**src/rtl/game_mode_pkg.sv**
```systemverilog
// Shared types and helpers for the tank-game mode controller.
package game_mode_pkg;

  typedef enum logic [2:0] {
    MODE_START = 3'd0,
    MODE_PLAY1 = 3'd1,
    MODE_PLAY2 = 3'd2,
    MODE_OVER  = 3'd3
  } mode_t;

  localparam logic SEL_ONE = 1'b1;
  localparam logic SEL_TWO = 1'b0;

  localparam int unsigned SYNC_STAGES = 2;

  function automatic logic is_play(input mode_t m);
    return (m == MODE_PLAY1) || (m == MODE_PLAY2);
  endfunction

  function automatic mode_t play_mode(input logic sel);
    return (sel == SEL_ONE) ? MODE_PLAY1 : MODE_PLAY2;
  endfunction

endpackage

```
**src/rtl/btn_debounce.sv**
```systemverilog
// One raw button: 2-flop synchroniser, counter debouncer and registered press pulse.
// A button already held when reset releases stays masked until it is seen released.
module btn_debounce #(
  parameter int unsigned DEBOUNCE_CYCLES = 250_000
) (
  input  logic clk,
  input  logic rst,
  input  logic btn,
  output logic press
);

  localparam int unsigned CNT_W  = $clog2(DEBOUNCE_CYCLES);
  localparam int unsigned FILL_W = 2;
  localparam logic [CNT_W-1:0]  CNT_MAX   = CNT_W'(DEBOUNCE_CYCLES - 1);
  localparam logic [FILL_W-1:0] FILL_DONE = FILL_W'(2);

  if (DEBOUNCE_CYCLES < 2) begin : g_bad_debounce
    $error("btn_debounce: DEBOUNCE_CYCLES must be at least 2");
  end

  logic [1:0]        sync_q;
  logic              deb_q;
  logic [CNT_W-1:0]  cnt_q;
  logic [FILL_W-1:0] fill_q;
  logic              armed_q;
  logic              press_q;

  logic sync_c;
  logic differ_c;
  logic toggle_c;
  logic rise_c;

  assign sync_c   = sync_q[1];
  assign differ_c = (sync_c != deb_q);
  assign toggle_c = differ_c && (cnt_q == CNT_MAX);
  assign rise_c   = toggle_c && !deb_q;

  always_ff @(posedge clk or posedge rst) begin
    if (rst) begin
      sync_q  <= 2'b00;
      deb_q   <= 1'b0;
      cnt_q   <= '0;
      fill_q  <= '0;
      armed_q <= 1'b0;
      press_q <= 1'b0;
    end else begin
      sync_q <= {sync_q[0], btn};

      if (!differ_c) begin
        cnt_q <= '0;
      end else if (toggle_c) begin
        cnt_q <= '0;
        deb_q <= ~deb_q;
      end else begin
        cnt_q <= cnt_q + CNT_W'(1);
      end

      // Arm only once the synchroniser has flushed and shows the button released.
      if (fill_q != FILL_DONE) begin
        fill_q <= fill_q + FILL_W'(1);
      end else if (!sync_c) begin
        armed_q <= 1'b1;
      end

      press_q <= rise_c && armed_q;
    end
  end

  assign press = press_q;

endmodule

```
**src/rtl/game_mode_ctrl.sv**
```systemverilog
// Tank-game mode controller: button conditioning plus START/PLAY1/PLAY2/OVER state machine.
// Optional feature macro: GAME_MODE_AUTORET_EN (timed return from OVER to START).
module game_mode_ctrl
  import game_mode_pkg::*;
#(
  parameter int unsigned DEBOUNCE_CYCLES = 250_000,
  parameter int unsigned AUTORET_CYCLES  = 125_000_000
) (
  input  logic       clk,
  input  logic       rst,
  input  logic       btn_up,
  input  logic       btn_down,
  input  logic       btn_enter,
  input  logic       game_over_in,
  output logic [2:0] mode,
  output logic       btn_mode_sel,
  output logic       game_rst,
  output logic       mode_change
);

  if (AUTORET_CYCLES < 2) begin : g_bad_autoret
    $error("game_mode_ctrl: AUTORET_CYCLES must be at least 2");
  end

  logic up_p;
  logic dn_p;
  logic en_p;

  btn_debounce #(.DEBOUNCE_CYCLES(DEBOUNCE_CYCLES)) u_deb_up (
    .clk   (clk),
    .rst   (rst),
    .btn   (btn_up),
    .press (up_p)
  );

  btn_debounce #(.DEBOUNCE_CYCLES(DEBOUNCE_CYCLES)) u_deb_down (
    .clk   (clk),
    .rst   (rst),
    .btn   (btn_down),
    .press (dn_p)
  );

  btn_debounce #(.DEBOUNCE_CYCLES(DEBOUNCE_CYCLES)) u_deb_enter (
    .clk   (clk),
    .rst   (rst),
    .btn   (btn_enter),
    .press (en_p)
  );

  mode_t mode_q, mode_d;
  logic  sel_q, sel_d;
  logic  game_rst_q, game_rst_d;
  logic  mode_change_q, mode_change_d;
  logic  autoret_hit_c;

`ifdef GAME_MODE_AUTORET_EN
  localparam int unsigned AR_W = $clog2(AUTORET_CYCLES);
  localparam logic [AR_W-1:0] AR_LAST = AR_W'(AUTORET_CYCLES - 1);

  logic [AR_W-1:0] ar_cnt_q;
  logic [AR_W-1:0] ar_cnt_d;

  // Counter runs only while OVER persists; any entry or exit restarts it at zero.
  assign autoret_hit_c = (mode_q == MODE_OVER) && (ar_cnt_q == AR_LAST);
  assign ar_cnt_d      = ((mode_q == MODE_OVER) && (mode_d == MODE_OVER)) ?
                         ar_cnt_q + AR_W'(1) : '0;

  always_ff @(posedge clk or posedge rst) begin
    if (rst) begin
      ar_cnt_q <= '0;
    end else begin
      ar_cnt_q <= ar_cnt_d;
    end
  end
`else
  assign autoret_hit_c = 1'b0;
`endif

  // Next-state and registered-output decode.
  always_comb begin
    mode_d        = mode_q;
    sel_d         = sel_q;
    mode_change_d = 1'b0;
    game_rst_d    = 1'b0;

    case (mode_q)
      MODE_START: begin
        if (en_p) begin
          mode_d = play_mode(sel_q);
        end else if (up_p != dn_p) begin
          sel_d = up_p ? SEL_ONE : SEL_TWO;
        end
      end
      MODE_PLAY1, MODE_PLAY2: begin
        if (game_over_in) begin
          mode_d = MODE_OVER;
        end
      end
      MODE_OVER: begin
        if (en_p || autoret_hit_c) begin
          mode_d = MODE_START;
          sel_d  = SEL_ONE;
        end
      end
      default: begin
        mode_d = MODE_START;
        sel_d  = SEL_ONE;
      end
    endcase

    mode_change_d = (mode_d != mode_q);
    game_rst_d    = mode_change_d && is_play(mode_d);
  end

  always_ff @(posedge clk or posedge rst) begin
    if (rst) begin
      mode_q        <= MODE_START;
      sel_q         <= SEL_ONE;
      game_rst_q    <= 1'b0;
      mode_change_q <= 1'b0;
    end else begin
      mode_q        <= mode_d;
      sel_q         <= sel_d;
      game_rst_q    <= game_rst_d;
      mode_change_q <= mode_change_d;
    end
  end

  assign mode         = mode_q;
  assign btn_mode_sel = sel_q;
  assign game_rst     = game_rst_q;
  assign mode_change  = mode_change_q;

endmodule

```
**config.mk**
```make
export PLATFORM = sky130hd
export DESIGN_NAME = game_mode_ctrl
export DESIGN_NICKNAME = d
export VERILOG_FILES = /design/src/rtl/game_mode_pkg.sv /design/src/rtl/btn_debounce.sv /design/src/rtl/game_mode_ctrl.sv
export SDC_FILE = /design/constraint.sdc
export NUM_CORES = 1
export LEC_CHECK = 0
export BUFFER_PORTS_ARGS = -buffer_cell sky130_fd_sc_hd__clkbuf_2
export CAP_MARGIN = 40
export CORE_ASPECT_RATIO = 1.5
export CORE_MARGIN = 2
export CORE_UTILIZATION = 30
export CTS_CLUSTER_DIAMETER = 40
export CTS_CLUSTER_SIZE = 40
export DETAILED_ROUTE_END_ITERATION = 10
export GPL_TIMING_DRIVEN = 0
export PLACE_DENSITY = 0.41
export SLEW_MARGIN = 25
export SYNTH_ARGS = -nofsm -noshare
export SYNTH_HDL_FRONTEND = slang
export SYNTH_HIERARCHICAL = 1
export SYNTH_SLANG_ARGS = --single-unit
export TNS_END_PERCENT = 30
```
**constraint.sdc**
```tcl
create_clock -name clk -period 3.8 [get_ports clk]
set_input_delay 0.19 -clock clk [delete_from_list [all_inputs] [get_ports clk]]
set_output_delay 0.19 -clock clk [all_outputs]
set_load 0.01 [all_outputs]
```
Yosys cells after proc, flatten, opt, wreduce, memory -nomap -nowiden
Index checks and enable logic that the tools add are counted.
- bits in registers: 81
- bits of input ports: 6
- output and inout port bits: 6
- word-level logic and storage cells: 96
- add/sub/neg operators: 6
- equal/unequal tests: 19
- muxes and demuxes: 16
- bitwise operators: 10
- reductions and logical operators: 23
- operators by type and width (operator ; number):
    two-way mux 18 bit ; 6
    adder 18 x 1 -> 18 bit (second input constant) ; 3
    == test 18 bit (second input constant) ; 3
    AND reduction 2 bit ; 6
    logical AND 1 bit ; 10
    != test 2 bit (second input constant) ; 5
    NOT 1 bit ; 10
    == test 3 x 2 -> 1 bit (second input constant) ; 3
    two-way mux 3 bit ; 3
    case mux 3 bit (3 select lines) ; 1
    adder 2 x 1 -> 2 bit (second input constant) ; 3
    == test 3 x 1 -> 1 bit (second input constant) ; 2
    two-way mux 1 bit ; 4
    != test 1 bit ; 4
    AND reduction 4 bit ; 1
    zero test 1 bit ; 3
    zero test 3 bit ; 1
    != test 3 bit ; 1
    case mux 1 bit (3 select lines) ; 1
    two-way mux 2 bit ; 1
    != test 2 x 1 -> 1 bit (second input constant) ; 1
    OR reduction 2 bit ; 1
    logical OR 1 bit ; 1

Depth between registers and ports, before layout
Gate-level depths: netlist of the first run.
- depth after elaboration: 6
- depth in mapped cells: 5
- gate-level depth less buffers: 5

Modules after synthesis
Netlist of the first run, hierarchy kept.
- modules (own cells, without submodules) (module ; instances ; cells each ; area each (sq um) ; seq. area each (sq um)):
    btn_debounce ; 3 ; 111 ; 1189.9 ; 625.6
    game_mode_ctrl ; 1 ; 31 ; 320.3 ; 151.4

Least setup slack after synthesis of the first run
OpenSTA, ideal clock, no wires.
- path kind: register -> register
- start point: reg u_deb_down.cnt_q[0]
- end point: reg u_deb_down.deb_q
- library setup time: 125 ps
- data arrival time: 1581 ps
- data required time: 3675 ps
- path slack: 2094 ps
- stages on the path, launching flop included: 5
- cell sequence: dfrtp_1 -> ha_1 -> nand3_1 -> or4_1 -> mux2_2
- word-level cells in the longest chain between the ends: 3
- RTL lines (element ; line ; source):
    start, declared ; btn_debounce.sv:23 ; logic [CNT_W-1:0] cnt_q;
    start signal, assigned ; btn_debounce.sv:55 ; cnt_q <= cnt_q + CNT_W'(1);
    == test 18 bit ; btn_debounce.sv:35 ; assign toggle_c = differ_c && (cnt_q == CNT_MAX);
    logical AND 1 bit ; btn_debounce.sv:35 ;
    AND reduction 2 bit (no line) ; -- ;
    end signal, assigned ; btn_debounce.sv:53 ; deb_q <= ~deb_q;
    end, declared ; btn_debounce.sv:22 ; logic deb_q;
Every way passes these cells.
A chain may end at the register's enable or synchronous reset.

Worst setup path after layout of the first run
- start point: reg u_deb_up.cnt_q[11]
- end point: reg u_deb_up.cnt_q[10]
- word-level cells in the longest chain between the ends: 4
- RTL lines (element ; line ; source):
    start, declared ; btn_debounce.sv:23 ;
    start signal, assigned ; btn_debounce.sv:55 ;
    == test 18 bit ; btn_debounce.sv:35 ;
    logical AND 1 bit ; btn_debounce.sv:35 ;
    two-way mux 18 bit ; btn_debounce.sv:51 ; end else if (toggle_c) begin
    two-way mux 18 bit ; btn_debounce.sv:49 ; if (!differ_c) begin
Every way passes these cells.

==> flow_summary.yaml, run 1 <==
critical_path:
  arrival_ns: 2.21
  critPathLaunch: "u_deb_up/cnt_q[11]"
  r2r-start: "u_deb_up/cnt_q[11]"
  cp-end-kind: "register"
  start_kind: "register"
  crit_chain: "nor4_1, nand4_1, o41ai_4, buf_2, nor2_1"
  slowest_delay_ns: 0.51
  critPathSlowestCell: "o41ai_4"
  crit_fanout: 10
  critPathRequiredTime_ns: 4.01
  crit_type: "reg -> reg"
run_status:
  status: "completed"
place:
  dp_hpwl_um: 5810
  place.port_buffers: 11
  placed_cells_incl_taps: 537
  place_congestion: 0.764
power_and_ir_drop:
  ir_worst_vdd_v: 0.000206
  power_leakage_nw: 1.91
  p_per_area_nw_per_um2: 405
finish:
  area_growth_pct: 17.3
  utilization_pct: 35.6
  final_cell_mix: "80 x dfrtp_1, 51 x nor2_1, 33 x xnor2_1, 29 x nand2_1, 18 x nand3_1"
  final_layout_size_suffix_gt1_share_pct: 14.3
  stdcell_count: 557
  n_fill_cell: 1298
  antenna_cells: 0
  nets: 405
  final_common_cell: "dfrtp_1"
synth:
  ys_ff_latch: 81
  syn_inst: 364
  synth_top_family_by_area: "simple AND/OR/NAND/NOR gates"
  synth_cell_types: 38
  syn_nets: 376
  seq_area_frac_synth_pct: 52.1
  post_synth_instance_area_sq_um: 3890
  synth_xor_area_share_pct: 11.2
  synth_warnings: 6
  syn_area_per_cell_sq_um: 10.7
  yosysTopAreaCell: "dfrtp_1"
  synth_area_leaders: "dfrtp_1 51%, xnor2_1 7.4%, nor2_1 4.9%, xor2_1 3.4%, nand2_1 2.8%"
  netlist.area_leader.share_pct: 51.5
  synth_compound_area_share_pct: 6.88
  synthMuxAreaShare_pct: 0.868
  synthAdderAreaFrac_pct: 1.93
  synthSimpleGateAreaFrac_pct: 24.3
global_route:
  grt_pass1_vias: 2840
  antenna_found_initial: 0
  grt_overflow: 0
  grt_pass1_wl_um: 14000
  grt_use_total_pct: 12.6
  grt_start_max_net_pins: 17
die:
  start_util_pct: 30.3
  rows: 51
  io_pins: 12
  die_w_um: 97.0
  die_area_sq_um: 13900
  die_h_um: 143
  fp.coreArea_sq_um: 12800
drt:
  drc: 0
  via_per_inst: 4.88
  first_pass_iters: 4
  ant_nets: 0
  drt_iter0_drc: 86
  wirelength_um: 7980
  vias: 2719
  wl_per_cell_um: 14.3
cts:
  cts_tree: "yes"
  clockBufferDepth: 2
  cts.sinks: 81
  clockRootBuffer: "clkbuf_16"
  postCtsSetupBuffers: 0
  htreeDepth: 3
  cts_buffers: 9
  cts.clk_slew.worst_paths_ns: 0.06
  clock_latency_ns: 0.34
worst_hold_path:
  hold_class: "in -> reg"
  min_from: "game_over_in"
timing:
  finClkSkew_ns: 0.00871
  finalSetupViolCount: 0
  finalSetupTns_ns: 0
  period_minus_slack_ns: 2.00
  tightestPinTransition_ns: 0.608
  rsz0062_at_grt: "no"
  fmax_mhz: 501
  relSlewSlack_pct: 59.4
  fin_crit_sh_pct: 52.6
  hold_viol_final: 0
  drv_slew: 0
run:
  cap_violations: 0
[per-stage QoR]
stage               cell area, sq um  hold WS [ns]  worst slack (ns)  power [mW]
floorplan                       3890       -0.0198              2.09       0.940
global placement                4140         0.171              1.77       0.962
detailed placement              4210         0.176              1.78       0.970
CTS                             4560         0.121              1.76        1.88
global route                    4560         0.160              1.55        1.92
finish                          4560         0.129              1.80        1.85
[kinds of logic after synthesis]
kind of cell    count (synthesis)
compound gates                 30
xor+xnor                       49
fa+ha+maj                       6
buf+inv                        22
flops                          81
mux                             3
other cells                     1
simple gates                  172
[final cells by class]
class	instances	area, sq um	share of cell area [%]
Sequential cell	81	2030	44.5
Multi-Input combinational cell	261	1760	38.6
Clock buffer	12	256	5.62
Tap cell	159	199	4.36
Timing Repair Buffer	18	165	3.62
Inverter	16	60.1	1.32
Clock inverter	4	51.3	1.12
Buffer	6	38.8	0.850
[timing repair]
action                                 in CTS  in global routing
endpoints found under the hold margin      36                  0
setup endpoints to repair                   0                  0
hold buffers                                4                  0
gates resized for setup                     0                  0
[registers in the layout, summed over array words and instances (netlist names), 3 cells and up]
name               flops
u_deb_down/cnt_q      18
u_deb_enter/cnt_q     18
u_deb_up/cnt_q        18
mode                   3
[per-layer routing]
metal	track usage, %	wire length (um)
met3	2.87	252
met1	15.0	3490
met2	21.3	4010
met4	6.60	227
met5	0	0
[synthesized netlist by cell type, drive strengths merged]
library cell,count
nand4,18
o41ai,4
dfstp,1
or3,3
a211o,1
ha,6
or4,6
nand2,29
a31oi,1
nor4,15
o31ai,3
or4b,3
nor2,51
dfrtp,80
nand3b,1
conb,1
a21o,3
nor4b,1
nor3,13
xnor2,34
xor2,15
mux2,3
o211ai,1
o22a,1
a21oi,9
and3,3
nor2b,5
buf,6
o21ai,7
nand3,18
inv,16
and4,6
[worst max-delay path, delay by kind of cell (launching register included)]
family,cells,cell delay (ns)
AO/OA/AOI/OAI,1,0.51
buffers and inverters,1,0.34
flip-flops,1,0.43
AND/OR/NAND/NOR,3,0.59
[report_power, final]
part / total, mW / leakage [nW] / switching, mW / internal (mW)
clock: 0.892 / 0.149 / 0.347 / 0.545
combinational: 0.0683 / 0.692 / 0.0425 / 0.0258
sequential: 0.886 / 1.07 / 0.0118 / 0.875
total: 1.85 / 1.91 / 0.401 / 1.45
[path summary, 6_finish.rpt]
kind	endpoint	slack, ns	depth (start not counted)
max in group asynchronous	u_deb_up/cnt_q[6]	2.80	4
worst min-delay path	mode[1]	0.13	3
worst max register to register	u_deb_up/cnt_q[10]	1.80	5
min in group asynchronous	mode[1]	0.36	3
worst max-delay path	u_deb_up/cnt_q[10]	1.80	5
worst min register to register	u_deb_down/sync_q[1]	0.35	0
(Power assumes the default switching activity.)
==> run 2: changes to the inputs <==
==> constraint.sdc (replaced) <==
create_clock -name clk -period 1.9 [get_ports clk]
set_input_delay 0.095 -clock clk [delete_from_list [all_inputs] [get_ports clk]]
set_output_delay 0.095 -clock clk [all_outputs]
set_load 0.01 [all_outputs]
==> flow_summary.yaml, run 2 (synthesis gave the netlist of run 1 again) <==
run_status:
  status: "completed"
finish:
  utilization_pct: 36.1
  nets: 407
  stdcell_count: 559
  multi_input_area_sq_um: 1800
  reg_top3: "u_deb_down/cnt_q: 18 flops, u_deb_enter/cnt_q: 18 flops, u_deb_up/cnt_q: 18 flops"
  n_fill_cell: 1295
  antenna_cells: 0
  final_common_cell: "dfrtp_1"
  final_layout_size_suffix_gt1_share_pct: 17.3
  final_cell_mix: "77 x dfrtp_1, 51 x nor2_1, 33 x xnor2_1, 29 x nand2_1, 16 x inv_1"
  area_growth_pct: 19.0
  seq_area_sq_um: 2030
drt:
  drc: 0
  drt_iter0_drc: 80
  wirelength_um: 8090
  ant_nets: 0
  via_per_inst: 4.95
  first_pass_iters: 4
  wl_per_cell_um: 14.5
  vias: 2766
die:
  start_util_pct: 30.3
  die_h_um: 143
  fp.coreArea_sq_um: 12800
  io_pins: 12
  die_w_um: 97.0
  die_area_sq_um: 13900
  rows: 51
cts:
  clockRootBuffer: "clkbuf_16"
  htreeDepth: 3
  cts_tree: "yes"
  clock_latency_ns: 0.34
  clockBufferDepth: 2
  cts.sinks: 81
  cts.clk_slew.worst_paths_ns: 0.06
  cts_buffers: 9
place:
  place_congestion: 0.764
  dp_hpwl_um: 5810
  placed_cells_incl_taps: 537
  place.port_buffers: 11
power_and_ir_drop:
  p_per_area_nw_per_um2: 800
  fin_total_pwr_mw: 3.70
  power_leakage_nw: 1.92
  ir_worst_vdd_v: 0.000413
timing:
  finClkSkew_ns: 0.00904
  rsz0062_at_grt: "yes"
  drv_slew: 0
  finalSetupTns_ns: 0
  period_minus_slack_ns: 1.89
  tightestPinTransition_ns: 0.610
  finalSetupViolCount: 0
  finalHoldWorstSlack_ns: 0.0345
  relSlewSlack_pct: 59.2
  fmax_mhz: 530
  fin_crit_sh_pct: 99.3
  hold_viol_final: 0
critical_path:
  start_kind: "register"
  critPathLaunch: "u_deb_up/cnt_q[11]"
  cp-end-kind: "register"
  critPathRequiredTime_ns: 2.12
  r2r-start: "u_deb_up/cnt_q[11]"
  r2r_setup_slack_ns: 0.01
  arrival_ns: 2.10
  crit_fanout: 10
  crit_type: "reg -> reg"
global_route:
  antenna_found_initial: 0
  grt_overflow: 0
  grt_pass1_wl_um: 14100
  grt_use_total_pct: 12.7
  grt_pass1_vias: 2855
  grt_start_max_net_pins: 17
worst_hold_path:
  hold_class: "in -> reg"
  min_from: "game_over_in"
run:
  cap_violations: 0
-- run 2: cell count changes in the layout (fill, tap and decap cells not counted), sizes merged --
cell | previous run | this run
buf | 9 | 10
clkbuf | 23 | 24
-- run 2: through the flow --
step | setup slack, ns | instance area (sq um)
detailed placement | -0.116 | 4210
floorplan | 0.194 | 3890
finish | 0.0126 | 4630
CTS | -0.0153 | 4590
global route | -0.0821 | 4630
global placement | -0.134 | 4140
-- run 2: worst paths after layout --
check	cells past startpoint	to
min reg2reg	0	u_deb_down/sync_q[1]
max	5	u_deb_up/cnt_q[10]
min in group asynchronous	3	mode[1]
max reg2reg	5	u_deb_up/cnt_q[10]
min	3	mode[1]
max in group asynchronous	4	u_deb_up/cnt_q[4]
-- run 2: worst max-delay path: stages, from the launching register on --
cell and delay, ns:
dfrtp_2 0.44, nor4_2 0.29, nand4_1 0.21, o41ai_4 0.55, buf_6 0.23, nor2_1 0.06
-- run 2: area by class of cell --
| class | count | area share, % |
|---|---|---|
| timing repair buffer | 20 | 3.89 |
| tap | 159 | 4.30 |
| sequential | 81 | 43.9 |
| clock inverter | 4 | 1.11 |
| inverter | 16 | 1.30 |
| multi-input combinational | 261 | 38.8 |
| clock buffer | 12 | 5.54 |
| buffer | 6 | 1.16 |
-- run 2: report_power, final --
group          leakage (nW)  switching (mW)  internal (mW)  total [mW]
registers              1.07          0.0246           1.75        1.77
logic                 0.707          0.0865         0.0577       0.144
clock network         0.149           0.695           1.09        1.78
total                  1.92           0.806           2.90        3.70
-- run 2: repair_timing --
| item | 4_1_cts | 5_1_grt |
|---|---|---|
| setup endpoints to repair | 31 | 46 |
| buffers inserted | 2 | 0 |
| pin swaps | 2 | 5 |
| hold buffers | 4 | 0 |
| gates resized for setup | 4 | 11 |
| hold endpoints to repair | 41 | 0 |
-- run 2: layer usage --
layer  GRT usage [%]  share of wire [%]
met5               0                  0
met4            6.82                2.9
met3            2.92                3.5
met2            21.4                 50
met1            15.1                 43
==> run 3: changes to the inputs <==
--- a/config.mk
+++ b/config.mk
@@ -15,6 +15,7 @@
 export DETAILED_ROUTE_END_ITERATION = 10
 export GPL_TIMING_DRIVEN = 0
 export PLACE_DENSITY = 0.41
+export SETUP_SLACK_MARGIN = 0.4
 export SLEW_MARGIN = 25
 export SYNTH_ARGS = -nofsm -noshare
 export SYNTH_HDL_FRONTEND = slang
==> flow_summary.yaml, run 3 (synthesis gave the netlist of run 1 again) <==
run_status:
  status: "completed"
finish:
  fin_area_sq_um: 4960
  utilization_pct: 38.6
  final_common_cell: "dfrtp_1"
  final_cell_mix: "59 x dfrtp_1, 44 x nor2_1, 33 x xnor2_1, 28 x nand2_1, 24 x buf_4"
  stdcell_count: 585
  final_layout_size_suffix_gt1_share_pct: 31.0
  nets: 433
  area_growth_pct: 27.4
  antenna_cells: 0
  reg_top3: "u_deb_down/cnt_q: 18 flops, u_deb_enter/cnt_q: 18 flops, u_deb_up/cnt_q: 18 flops"
die:
  fp.coreArea_sq_um: 12800
  die_area_sq_um: 13900
  rows: 51
  start_util_pct: 30.3
  io_pins: 12
  die_w_um: 97.0
  die_h_um: 143
critical_path:
  start_kind: "register"
  cp-end-kind: "register"
  arrival_ns: 2.01
  r2r_setup_slack_ns: 0.11
  crit_fanout: 3
  crit_type: "reg -> reg"
  critPathRequiredTime_ns: 2.12
cts:
  cts_tree: "yes"
  cts.clk_slew.worst_paths_ns: 0.06
  cts.sinks: 81
  clockBufferDepth: 2
  htreeDepth: 3
  clockRootBuffer: "clkbuf_16"
  cts_buffers: 9
  clock_latency_ns: 0.33
drt:
  wl_per_cell_um: 14.2
  drc: 0
  wirelength_um: 8290
  vias: 2806
  drt_iter0_drc: 69
  ant_nets: 0
  via_per_inst: 4.80
  first_pass_iters: 4
global_route:
  grt_use_total_pct: 12.4
  grt_pass1_wl_um: 13700
  grt_pass1_vias: 2856
  grt_overflow: 0
  grt_start_max_net_pins: 18
  antenna_found_initial: 0
timing:
  finalSetupViolCount: 0
  tightestPinTransition_ns: 0.650
  period_minus_slack_ns: 1.79
  drv_slew: 0
  hold_viol_final: 0
  relSlewSlack_pct: 56.6
  finalHoldWorstSlack_ns: 0.0418
  fin_crit_sh_pct: 94.2
  rsz0062_at_grt: "yes"
  finalSetupTns_ns: 0
  fmax_mhz: 559
  finClkSkew_ns: 0.00683
place:
  place_congestion: 0.718
  postPlaceCellArea_sq_um: 4240
  place.port_buffers: 11
  dp_hpwl_um: 5770
  placed_cells_incl_taps: 537
power_and_ir_drop:
  power_leakage_nw: 2.03
  ir_worst_vdd_v: 0.000373
  p_per_area_nw_per_um2: 755
worst_hold_path:
  hold_class: "in -> reg"
run:
  cap_violations: 0
[run 3: cell types whose count changed in the layout (fill, tap and decap cells not counted), moves of 6 or more]
cell | previous run | this run
buf_4 | 3 | 24
nor2_1 | 51 | 44
nor2_2 | 0 | 7
buf_6 | 3 | 9
dfrtp_2 | 3 | 21
dfrtp_1 | 77 | 59
[run 3: worst paths after layout]
kind                                        from  cells after the start               endpoint
max                            u_deb_up/cnt_q[6]                      4         u_deb_up/deb_q
min                                 game_over_in                      3                mode[1]
max reg2reg                    u_deb_up/cnt_q[6]                      4         u_deb_up/deb_q
min reg2reg                u_deb_enter/sync_q[0]                      0  u_deb_enter/sync_q[1]
max in group asynchronous                    rst                      4    u_deb_down/cnt_q[1]
min in group asynchronous                    rst                      3                mode[0]
[run 3: repair_timing]
action | CTS | global route
setup buffers | 8 | 18
endpoints found under the hold margin | 40 | 0
endpoints found under the setup margin | 60 | 60
pin swaps | 15 | 8
cloned | 2 | 0
resized for setup | 17 | 38
hold buffers | 4 | 0
[run 3: report_power, final]
group          total, mW  switching (mW)  leakage [nW]  internal (mW)
clock               1.80           0.675         0.151           1.12
combinational      0.166          0.0952         0.846         0.0705
sequential          1.78          0.0274          1.04           1.75
total               3.74           0.798          2.03           2.94
[run 3: area by class of cell]
class / count / area (sq um)
well taps: 159 / 199
flip-flops and latches: 81 / 2050
clock buffers: 12 / 267
multi-input cells: 261 / 1870
plain buffers: 6 / 57.6
inverters: 16 / 60.1
fillers: 1240 / 7870
repair buffers: 46 / 394
clock inverters: 4 / 50.0
[run 3: per-layer routing]
layer	global-route usage [%]	vias to the layer above	wire length, um
li1	-	1394	-
met2	21.9	18	4270
met3	2.82	11	210
met1	13.8	1383	3630
met5	0	-	0
met4	6.67	0	173
[run 3: worst max-delay path, stage by stage, from the launching register on]
cell and delay (ns):
dfrtp_2 0.42, nor4_2 0.24, nand4_1 0.23, or4_4 0.50
mux2_2 0.28
[run 3: per-stage QoR]
stage | worst slack [ns] | total power [mW]
6_report | 0.111 | 3.74
5_1_grt | 0.00645 | 3.92
4_1_cts | 0.0324 | 3.82
3_5_place_dp | -0.185 | 1.94
3_3_place_gp | -0.138 | 1.93
2_1_floorplan | 0.212 | 1.88
